### config.mk
export PLATFORM = sky130hd
export DESIGN_NAME = riscv_ex_muldiv
export DESIGN_NICKNAME = d
export VERILOG_FILES = /design/src/rtl/riscv_ex_muldiv_pkg.sv /design/src/rtl/riscv_muldiv_step.sv /design/src/rtl/riscv_ex_muldiv.sv
export SDC_FILE = /design/constraint.sdc
export NUM_CORES = 1
export LEC_CHECK = 0
export ABC_AREA = 1
export ABC_CLOCK_PERIOD_IN_PS = 7500
export CAP_MARGIN = 20
export CELL_PAD_IN_SITES_DETAIL_PLACEMENT = 1
export CELL_PAD_IN_SITES_GLOBAL_PLACEMENT = 1
export CORE_MARGIN = 1.5
export CORE_UTILIZATION = 46
export CTS_CLUSTER_DIAMETER = 30
export DETAILED_ROUTE_END_ITERATION = 12
export PLACE_DENSITY = 0.85
export REMOVE_ABC_BUFFERS = 1
export SYNTH_ARGS = -nofsm -noshare
export SYNTH_HDL_FRONTEND = slang
export SYNTH_SLANG_ARGS = --single-unit
### constraint.sdc
create_clock -name i_clk -period 7.5 [get_ports i_clk]
set_clock_uncertainty 0.2 [all_clocks]
set_input_delay 0.75 -clock i_clk [delete_from_list [all_inputs] [get_ports i_clk]]
set_output_delay 0.75 -clock i_clk [all_outputs]
set_load 0.02 [all_outputs]
### src/rtl/riscv_ex_muldiv_pkg.sv
// Shared funct3 encodings and decode helpers for the EX-stage multiply/divide unit.
package riscv_ex_muldiv_pkg;

  localparam logic [2:0] FUNCT3_MULDIV_MUL    = 3'b000;
  localparam logic [2:0] FUNCT3_MULDIV_MULH   = 3'b001;
  localparam logic [2:0] FUNCT3_MULDIV_MULHSU = 3'b010;
  localparam logic [2:0] FUNCT3_MULDIV_MULHU  = 3'b011;
  localparam logic [2:0] FUNCT3_MULDIV_DIV    = 3'b100;
  localparam logic [2:0] FUNCT3_MULDIV_DIVU   = 3'b101;
  localparam logic [2:0] FUNCT3_MULDIV_REM    = 3'b110;
  localparam logic [2:0] FUNCT3_MULDIV_REMU   = 3'b111;

  function automatic logic is_div_op(input logic [2:0] f);
    return f[2];
  endfunction

  function automatic logic rs1_signed(input logic [2:0] f);
    return (f == FUNCT3_MULDIV_MULH) || (f == FUNCT3_MULDIV_MULHSU) ||
           (f == FUNCT3_MULDIV_DIV)  || (f == FUNCT3_MULDIV_REM);
  endfunction

  function automatic logic rs2_signed(input logic [2:0] f);
    return (f == FUNCT3_MULDIV_MULH) || (f == FUNCT3_MULDIV_DIV) ||
           (f == FUNCT3_MULDIV_REM);
  endfunction

endpackage

### src/rtl/riscv_muldiv_step.sv
// One combinational radix-2 step: shift-add multiply or restoring shift-subtract divide.
module riscv_muldiv_step #(
  parameter int unsigned XLEN = 32
) (
  input  logic            div_mode,
  input  logic [XLEN-1:0] hi_in,
  input  logic [XLEN-1:0] lo_in,
  input  logic [XLEN-1:0] opb,
  output logic [XLEN-1:0] hi_out,
  output logic [XLEN-1:0] lo_out
);

  logic [XLEN:0] mul_sum;
  logic [XLEN:0] div_shift;
  logic [XLEN:0] div_diff;

  always_comb begin
    mul_sum   = {1'b0, hi_in} + (lo_in[0] ? {1'b0, opb} : '0);
    div_shift = {hi_in, lo_in[XLEN-1]};
    div_diff  = div_shift - {1'b0, opb};
    if (div_mode) begin
      // Top bit of the difference is the borrow: set means the divisor did not fit.
      if (!div_diff[XLEN]) begin
        hi_out = div_diff[XLEN-1:0];
        lo_out = {lo_in[XLEN-2:0], 1'b1};
      end else begin
        hi_out = div_shift[XLEN-1:0];
        lo_out = {lo_in[XLEN-2:0], 1'b0};
      end
    end else begin
      hi_out = mul_sum[XLEN:1];
      lo_out = {mul_sum[0], lo_in[XLEN-1:1]};
    end
  end

endmodule

### src/rtl/riscv_ex_muldiv.sv
// Iterative RV32M/RV64M multiply/divide unit; stalls EX while computing, then
// presents a registered result for one cycle.
module riscv_ex_muldiv #(
  parameter int unsigned XLEN   = 32,
  parameter int unsigned UNROLL = 1
) (
  input  logic            i_clk,
  input  logic            i_rst,
  input  logic            i_valid,
  input  logic            i_flush,
  input  logic [2:0]      i_funct3,
  input  logic [XLEN-1:0] i_rs1_data,
  input  logic [XLEN-1:0] i_rs2_data,
  output logic            o_stall,
  output logic            o_valid,
  output logic [XLEN-1:0] o_result
);
  import riscv_ex_muldiv_pkg::*;

  localparam logic [1:0] StIdle = 2'd0;
  localparam logic [1:0] StCalc = 2'd1;
  localparam logic [1:0] StDone = 2'd2;

  localparam int unsigned    Steps   = XLEN / UNROLL;
  localparam int unsigned    CntW    = $clog2(Steps);
  localparam logic [CntW-1:0] LastCnt = CntW'(Steps - 1);

  logic [1:0]      state_q, state_d;
  logic [CntW-1:0] count_q;
  logic [2:0]      funct3_q;
  logic            neg_a_q, neg_b_q;
  logic [XLEN-1:0] hi_q, lo_q, opb_q, result_q;

  logic            accept, calc_last;
  logic            neg_a, neg_b, div_zero, div_ovf;
  logic [XLEN-1:0] mag_a, mag_b, special_result, final_result;
  logic [2*XLEN-1:0] prod, prod_fix;

  logic [XLEN-1:0] hi_c [UNROLL+1];
  logic [XLEN-1:0] lo_c [UNROLL+1];

  assign accept    = (state_q == StIdle) && i_valid && !i_flush;
  assign calc_last = (state_q == StCalc) && (count_q == LastCnt);

  // Operand magnitudes and early-out detection at accept time.
  always_comb begin
    neg_a    = rs1_signed(i_funct3) && i_rs1_data[XLEN-1];
    neg_b    = rs2_signed(i_funct3) && i_rs2_data[XLEN-1];
    mag_a    = neg_a ? -i_rs1_data : i_rs1_data;
    mag_b    = neg_b ? -i_rs2_data : i_rs2_data;
    div_zero = is_div_op(i_funct3) && (i_rs2_data == '0);
    div_ovf  = is_div_op(i_funct3) && !i_funct3[0] &&
               (i_rs1_data == {1'b1, {(XLEN-1){1'b0}}}) && (i_rs2_data == '1);
    special_result = '0;
    if (div_zero) begin
      special_result = i_funct3[1] ? i_rs1_data : '1;
    end else if (div_ovf) begin
      special_result = i_funct3[1] ? '0 : i_rs1_data;
    end
  end

  assign hi_c[0] = hi_q;
  assign lo_c[0] = lo_q;

  for (genvar g = 0; g < UNROLL; g++) begin : g_step
    riscv_muldiv_step #(
      .XLEN(XLEN)
    ) u_step (
      .div_mode(is_div_op(funct3_q)),
      .hi_in   (hi_c[g]),
      .lo_in   (lo_c[g]),
      .opb     (opb_q),
      .hi_out  (hi_c[g+1]),
      .lo_out  (lo_c[g+1])
    );
  end

  // Sign fix-up on the final step outputs; lo holds the quotient, hi the remainder.
  always_comb begin
    prod     = {hi_c[UNROLL], lo_c[UNROLL]};
    prod_fix = (neg_a_q ^ neg_b_q) ? -prod : prod;
    unique case (funct3_q)
      FUNCT3_MULDIV_MUL:    final_result = prod_fix[XLEN-1:0];
      FUNCT3_MULDIV_MULH,
      FUNCT3_MULDIV_MULHSU,
      FUNCT3_MULDIV_MULHU:  final_result = prod_fix[2*XLEN-1:XLEN];
      FUNCT3_MULDIV_DIV,
      FUNCT3_MULDIV_DIVU:   final_result = (neg_a_q ^ neg_b_q) ? -lo_c[UNROLL] : lo_c[UNROLL];
      default:              final_result = neg_a_q ? -hi_c[UNROLL] : hi_c[UNROLL];
    endcase
  end

  always_ff @(posedge i_clk) begin
    if (i_rst) begin
      state_q <= StIdle;
    end else begin
      state_q <= state_d;
    end
  end

  always_comb begin
    state_d = state_q;
    if (i_flush) begin
      state_d = StIdle;
    end else begin
      unique case (state_q)
        StIdle: if (i_valid) state_d = (div_zero || div_ovf) ? StDone : StCalc;
        StCalc: if (count_q == LastCnt) state_d = StDone;
        default: state_d = StIdle;
      endcase
    end
  end

  always_comb begin
    o_stall = accept || (state_q == StCalc);
    o_valid = (state_q == StDone);
  end

  always_ff @(posedge i_clk) begin
    if (i_rst) begin
      count_q  <= '0;
      funct3_q <= '0;
      neg_a_q  <= 1'b0;
      neg_b_q  <= 1'b0;
      hi_q     <= '0;
      lo_q     <= '0;
      opb_q    <= '0;
      result_q <= '0;
    end else if (!i_flush) begin
      if (accept) begin
        count_q  <= '0;
        funct3_q <= i_funct3;
        neg_a_q  <= neg_a;
        neg_b_q  <= neg_b;
        hi_q     <= '0;
        lo_q     <= is_div_op(i_funct3) ? mag_a : mag_b;
        opb_q    <= is_div_op(i_funct3) ? mag_b : mag_a;
        if (div_zero || div_ovf) result_q <= special_result;
      end else if (state_q == StCalc) begin
        hi_q    <= hi_c[UNROLL];
        lo_q    <= lo_c[UNROLL];
        count_q <= count_q + CntW'(1);
        if (calc_last) result_q <= final_result;
      end
    end
  end

  assign o_result = result_q;

endmodule

# Word-level counts from Yosys, hierarchy flattened
# Cells that the tools add are included.
# word_totals
out_inout_bits	34
reg_bits	140
word_cells	97
input_bits	71
# classes
bitwise	2
reduce_logical	30
mux	31
addsub	8
eq_ne	17
# op_table
op	count
$mux 32	22
$neg 32->32	4
$pmux 32 s3	1
$eq 32x32->1 const B	2
$mux 64	1
$neg 64->64	1
$add 32x33->33	1
$sub 33x32->33	1
$logic_not 32->1	1
$eq 3x3->1 const B	4
$mux 5	2
$eq 3x2->1 const B	3
$logic_and 1x1->1	9
$logic_or 1x1->1	7
$eq 3x1->1 const B	2
$mux 2	3
$reduce_and 2->1	3
$add 5x1->5 const B	1
$eq 5x5->1 const B	1
$ne 2x1->1 const B	2
$pmux 2 s2	1
$reduce_and 4->1	1
$reduce_bool 2->1	2
$reduce_or 2->1	2
10 further kinds	11

# Depth between registers and ports, before layout
# depth
ltp_word	9
depth_mapped	40
depth_no_buf	39

# Cells and area by module
# A second synthesis with hierarchy kept.
# unflattened
hier_cells	3375
area_unflattened_um2	18210.0
# modules_own_cells
module	instances	area_each_um2	cells_per_inst	seq_area_each_um2
riscv_ex_muldiv	1	11852.6	2066	2802.7
riscv_muldiv_step	1	6357.3	1309	0.0

# Worst setup path after synthesis
# OpenSTA, ideal clock, no wires.
# synth_timing
path_kind	flip-flop to flip-flop
from	reg lo_q[31]
to	reg result_q[26] (netlist: o_result[26])
slack_ns	3.104
setup_time_ns	0.122
arrival_time_ns	4.075
required_time_ns	7.178
path_stages_with_launch	41
synth_period_minus_slack_ns	4.396
n_path_buf	1
path_cell_list	dfxtp_1 inv_1 ha_1 inv_1 fa_1 nand2_1 nand2_1 nand3_2 nand2_2 nand2_2 nand2_2 nand2_4 nand2_4 nand2_4 nand2_8 buf_6 nand2_1 nand2_2 [5 not listed] nor2_1 inv_1 nor2_1 nand2_1 nor4_4 nand2_1 nor2_1 nand3_1 nor3_2 nand2_1 nand2_1 nand2_1 nand2_1 nand2_1 nand2_1 nand3_1 nand2_1 a21oi_2
# synth_between
elab_chain_cells	9
word_cells_on_any_way	15
classes_between	add/sub: 4; mux: 11
# synth_rtl
item	line_no	rtl
start, declared	riscv_ex_muldiv.sv:32	logic [XLEN-1:0] hi_q, lo_q, opb_q, result_q;
start signal, assigned	riscv_ex_muldiv.sv:136	lo_q <= is_div_op(i_funct3) ? mag_a : mag_b;
start signal, assigned	riscv_ex_muldiv.sv:141	lo_q <= lo_c[UNROLL];
$sub 33x32->33	riscv_muldiv_step.sv:20	div_diff = div_shift - {1'b0, opb};
$mux 1 or $mux 32 (tied branches)	riscv_muldiv_step.sv:23	if (!div_diff[XLEN]) begin
$mux 32	riscv_muldiv_step.sv:21	if (div_mode) begin
$neg 64->64, or another cell as far along	riscv_ex_muldiv.sv:81	prod_fix = (neg_a_q ^ neg_b_q) ? -prod : prod;
$mux 64, or another cell as far along	riscv_ex_muldiv.sv:81	
$pmux 32 s3 (*)	riscv_ex_muldiv.sv:82	unique case (funct3_q)
$mux 32 (*)	riscv_ex_muldiv.sv:143	if (calc_last) result_q <= final_result;
$mux 32 (*)	riscv_ex_muldiv.sv:139	end else if (state_q == StCalc) begin
$mux 32 (*)	riscv_ex_muldiv.sv:130	if (accept) begin
end signal, assigned	riscv_ex_muldiv.sv:138	if (div_zero || div_ovf) result_q <= special_result;
end signal, assigned	riscv_ex_muldiv.sv:143	
end, declared	riscv_ex_muldiv.sv:32	
# Every way passes the cells marked *; elsewhere a longest branch is shown, timed or not. The select of a mux whose other input is x is not followed.
# A chain may end at the register's enable or synchronous reset.

# Final worst setup path
# Same ends and word-level chain as after synthesis.

==> flow_summary.ini <==
[run_status]
outcome = completed

[critical_path]
crit_type = reg2reg
crit_path_frequent_cell = nand2_1
crit_family = simple AND/OR/NAND/NOR gates
cp_slowest_cell = fa_1
ff2ff_setup_slack_ps = 1730
critPathMaxFanout = 32
critPathCaptureType = flip-flop
worstSetupStartpointType = flip-flop
cp.required_ps = 7710
max_stage_delay_ps = 420
critPathBufInv = 5
crit_arrival_ps = 5970

[routing]
via_per_inst = 6.07
drc_errors = 0
vias = 22900
first_pass_iters = 5
drt_iter0_drc = 2235
routed_wl_mm = 90.4
final_antenna_net_count = 0
post_drt_wl_per_cell_um = 23.9

[die]
initial_core_util = 0.470
ios = 105
die_h_um = 200
rows = 71
die_w_um = 200
dieArea_mm2 = 0.0399
core_region_area_mm2 = 0.0379

[cells_and_area]
layout.cells.non_filler = 3777
drive_gt1_frac = 0.0698
fin_nets = 3396
area_growth_pct = 11.3
post-route-util = 0.523

[sta]
worst_pin_slew_ps = 1090
finalSetupTns_ps = 0
slew_viol_final = 0
max_freq_mhz = 173
relSlewSlack = 0.271
fin_crit_ps = 5770
finalHoldViolCount = 0
post-route-period-util = 0.769
rsz0062_at_grt = false
setup_viol_count_final = 0
setup_ws_ps = 1730

[logic_synthesis]
synthFlopType = dfxtp_1
ys_seq_area_frac = 0.157
synthesis.area_mm2 = 0.0178
yosys.area.top_type = nand2_1
ys_ff_latch = 140
synth_area_leaders = nand2_1, dfxtp_1, inv_1
netlist.area_leader.share = 0.211
synth_edf_count = 0
synth_most_common_cell = nand2_1
syn_inst = 3220
synth_area_per_cell_um2 = 5.54
synth_cell_type_count = 62
yosysWarnings = 0
synth_top_cells_by_count = nand2_1, inv_1, nor2_1
async_reset_ff_frac = 0

[place]
placed_cells = 3744
port_buffers = 104
hpwl_mm = 71.1
place_ws_ps = 2030
place.gp.congestion = 1.06

[global_routing]
grt_max_degree = 81
antenna_found_initial = 4
grt_overflow = 0
first_global_vias = 23700
grt_pass1_wl_mm = 136
track_usage = 0.455

[cts]
cts_setup_buffers = 0
postCtsHoldBufs = 0
cts-root-buf = clkbuf_16
htreeDepth = 4
postCtsResizedCells = 0
cts_inserted_buffers = 17
cts_tree = yes
clock-sinks = 140
clk_latency_ps = 490
clkTransAtPathRegs_ps = 70
max-clock-path-buffers = 2

[power]
power_density_mw_per_mm2 = 160
p_leak_nw = 10.0
ir_worst_vdd_uv = 171
finalPower_w = 0.00318

[flow_run]
drv_cap = 0

[worst_hold_path]
hold_class = reg2reg
-- cell type report --
cell class,count,area (um^2)
Antenna cell,1,2.50
Clock buffer,17,425
Clock inverter,15,211
Fill cell,5562,18100
Inverter,501,1880
Multi-Input combinational cell,2465,12700
Sequential cell,140,2810
Tap cell,511,639
Timing Repair Buffer,127,1230
-- worst register-to-register path, delay by kind of cell (launching register included) --
family          cells  cell delay (ps)
simple gates       29             3540
fa+ha+maj           3              890
buf+inv             5              570
flops               1              330
compound gates      1              160
-- kinds of logic after synthesis --
kind of cell,share of synthesized area
AO/OA/AOI/OAI,0.185
buffers and inverters,0.135
adder cells (fa/ha/maj),0.0521
AND/OR/NAND/NOR,0.424
multiplexers,0.000562
flip-flops,0.157
XOR/XNOR,0.0467
-- worst paths after layout --
check | start | endpoint | cells after the start
worst max-delay path | lo_q[31]$_SDFFE_PP0P_ | o_result[26]$_SDFFE_PP0P_ | 38
worst min-delay path | count_q[4]$_SDFFE_PP0P_ | count_q[4]$_SDFFE_PP0P_ | 2
worst max register to register | lo_q[31]$_SDFFE_PP0P_ | o_result[26]$_SDFFE_PP0P_ | 38
worst min register to register | count_q[4]$_SDFFE_PP0P_ | count_q[4]$_SDFFE_PP0P_ | 2
-- placed cells by master, fill, tap and decap left out, types with 17 or more instances in the layout --
cell | synthesis | routed
a21oi_1 | 233 | 232
xor2_1 | 81 | 81
o21ai_0 | 164 | 164
or2_2 | 17 | 17
o221ai_1 | 22 | 22
clkbuf_16 | 0 | 17
nor2_1 | 275 | 269
o211ai_1 | 32 | 32
dfxtp_1 | 140 | 138
buf_4 | 0 | 22
nor2_2 | 14 | 18
inv_1 | 484 | 482
nand2_1 | 1001 | 1001
nor2_4 | 16 | 18
nand2_2 | 45 | 45
nor3_1 | 40 | 40
nand4_1 | 35 | 35
clkdlybuf4s50_1 | 0 | 103
ha_1 | 71 | 71
nand3_1 | 219 | 219
o21ai_1 | 25 | 24
inv_2 | 16 | 18
-- routing by layer --
| layer | wire length, um | vias to the layer above | global-route usage | share of wire |
|---|---|---|---|---|
| met5 | 30 | - | 0 | 0.00033 |
| met3 | 7860 | 371 | 0.0916 | 0.087 |
| li1 | - | 10400 | - | - |
| met2 | 40200 | 1220 | 0.743 | 0.45 |
| met1 | 34800 | 11000 | 0.528 | 0.39 |
| met4 | 7450 | 4 | 0.337 | 0.082 |
-- registers in the layout (all words and copies together) (netlist names) --
| name | flops |
|---|---|
| count_q | 5 |
| funct3_q | 3 |
| hi_q | 32 |
| lo_q | 32 |
| neg_a_q | 1 |
| neg_b_q | 1 |
| o_result | 32 |
| opb_q | 32 |
| state_q | 2 |
-- where the power goes --
part / internal [W] / switching [W] / total (W)
Sequential: 0.000786 / 0.0000524 / 0.000838
Combinational: 0.000390 / 0.000968 / 0.00136
Clock: 0.000562 / 0.000426 / 0.000988
-- metrics by stage --
stage                     hold slack (ps)  area (um^2)
after global placement                254        19200
after CTS                             285        19800
final                                 287        19900
after global routing                  313        19900
after detailed placement              276        19200
after floorplan                       239        17300
No activity file was read; power rests on OpenSTA's default activity.
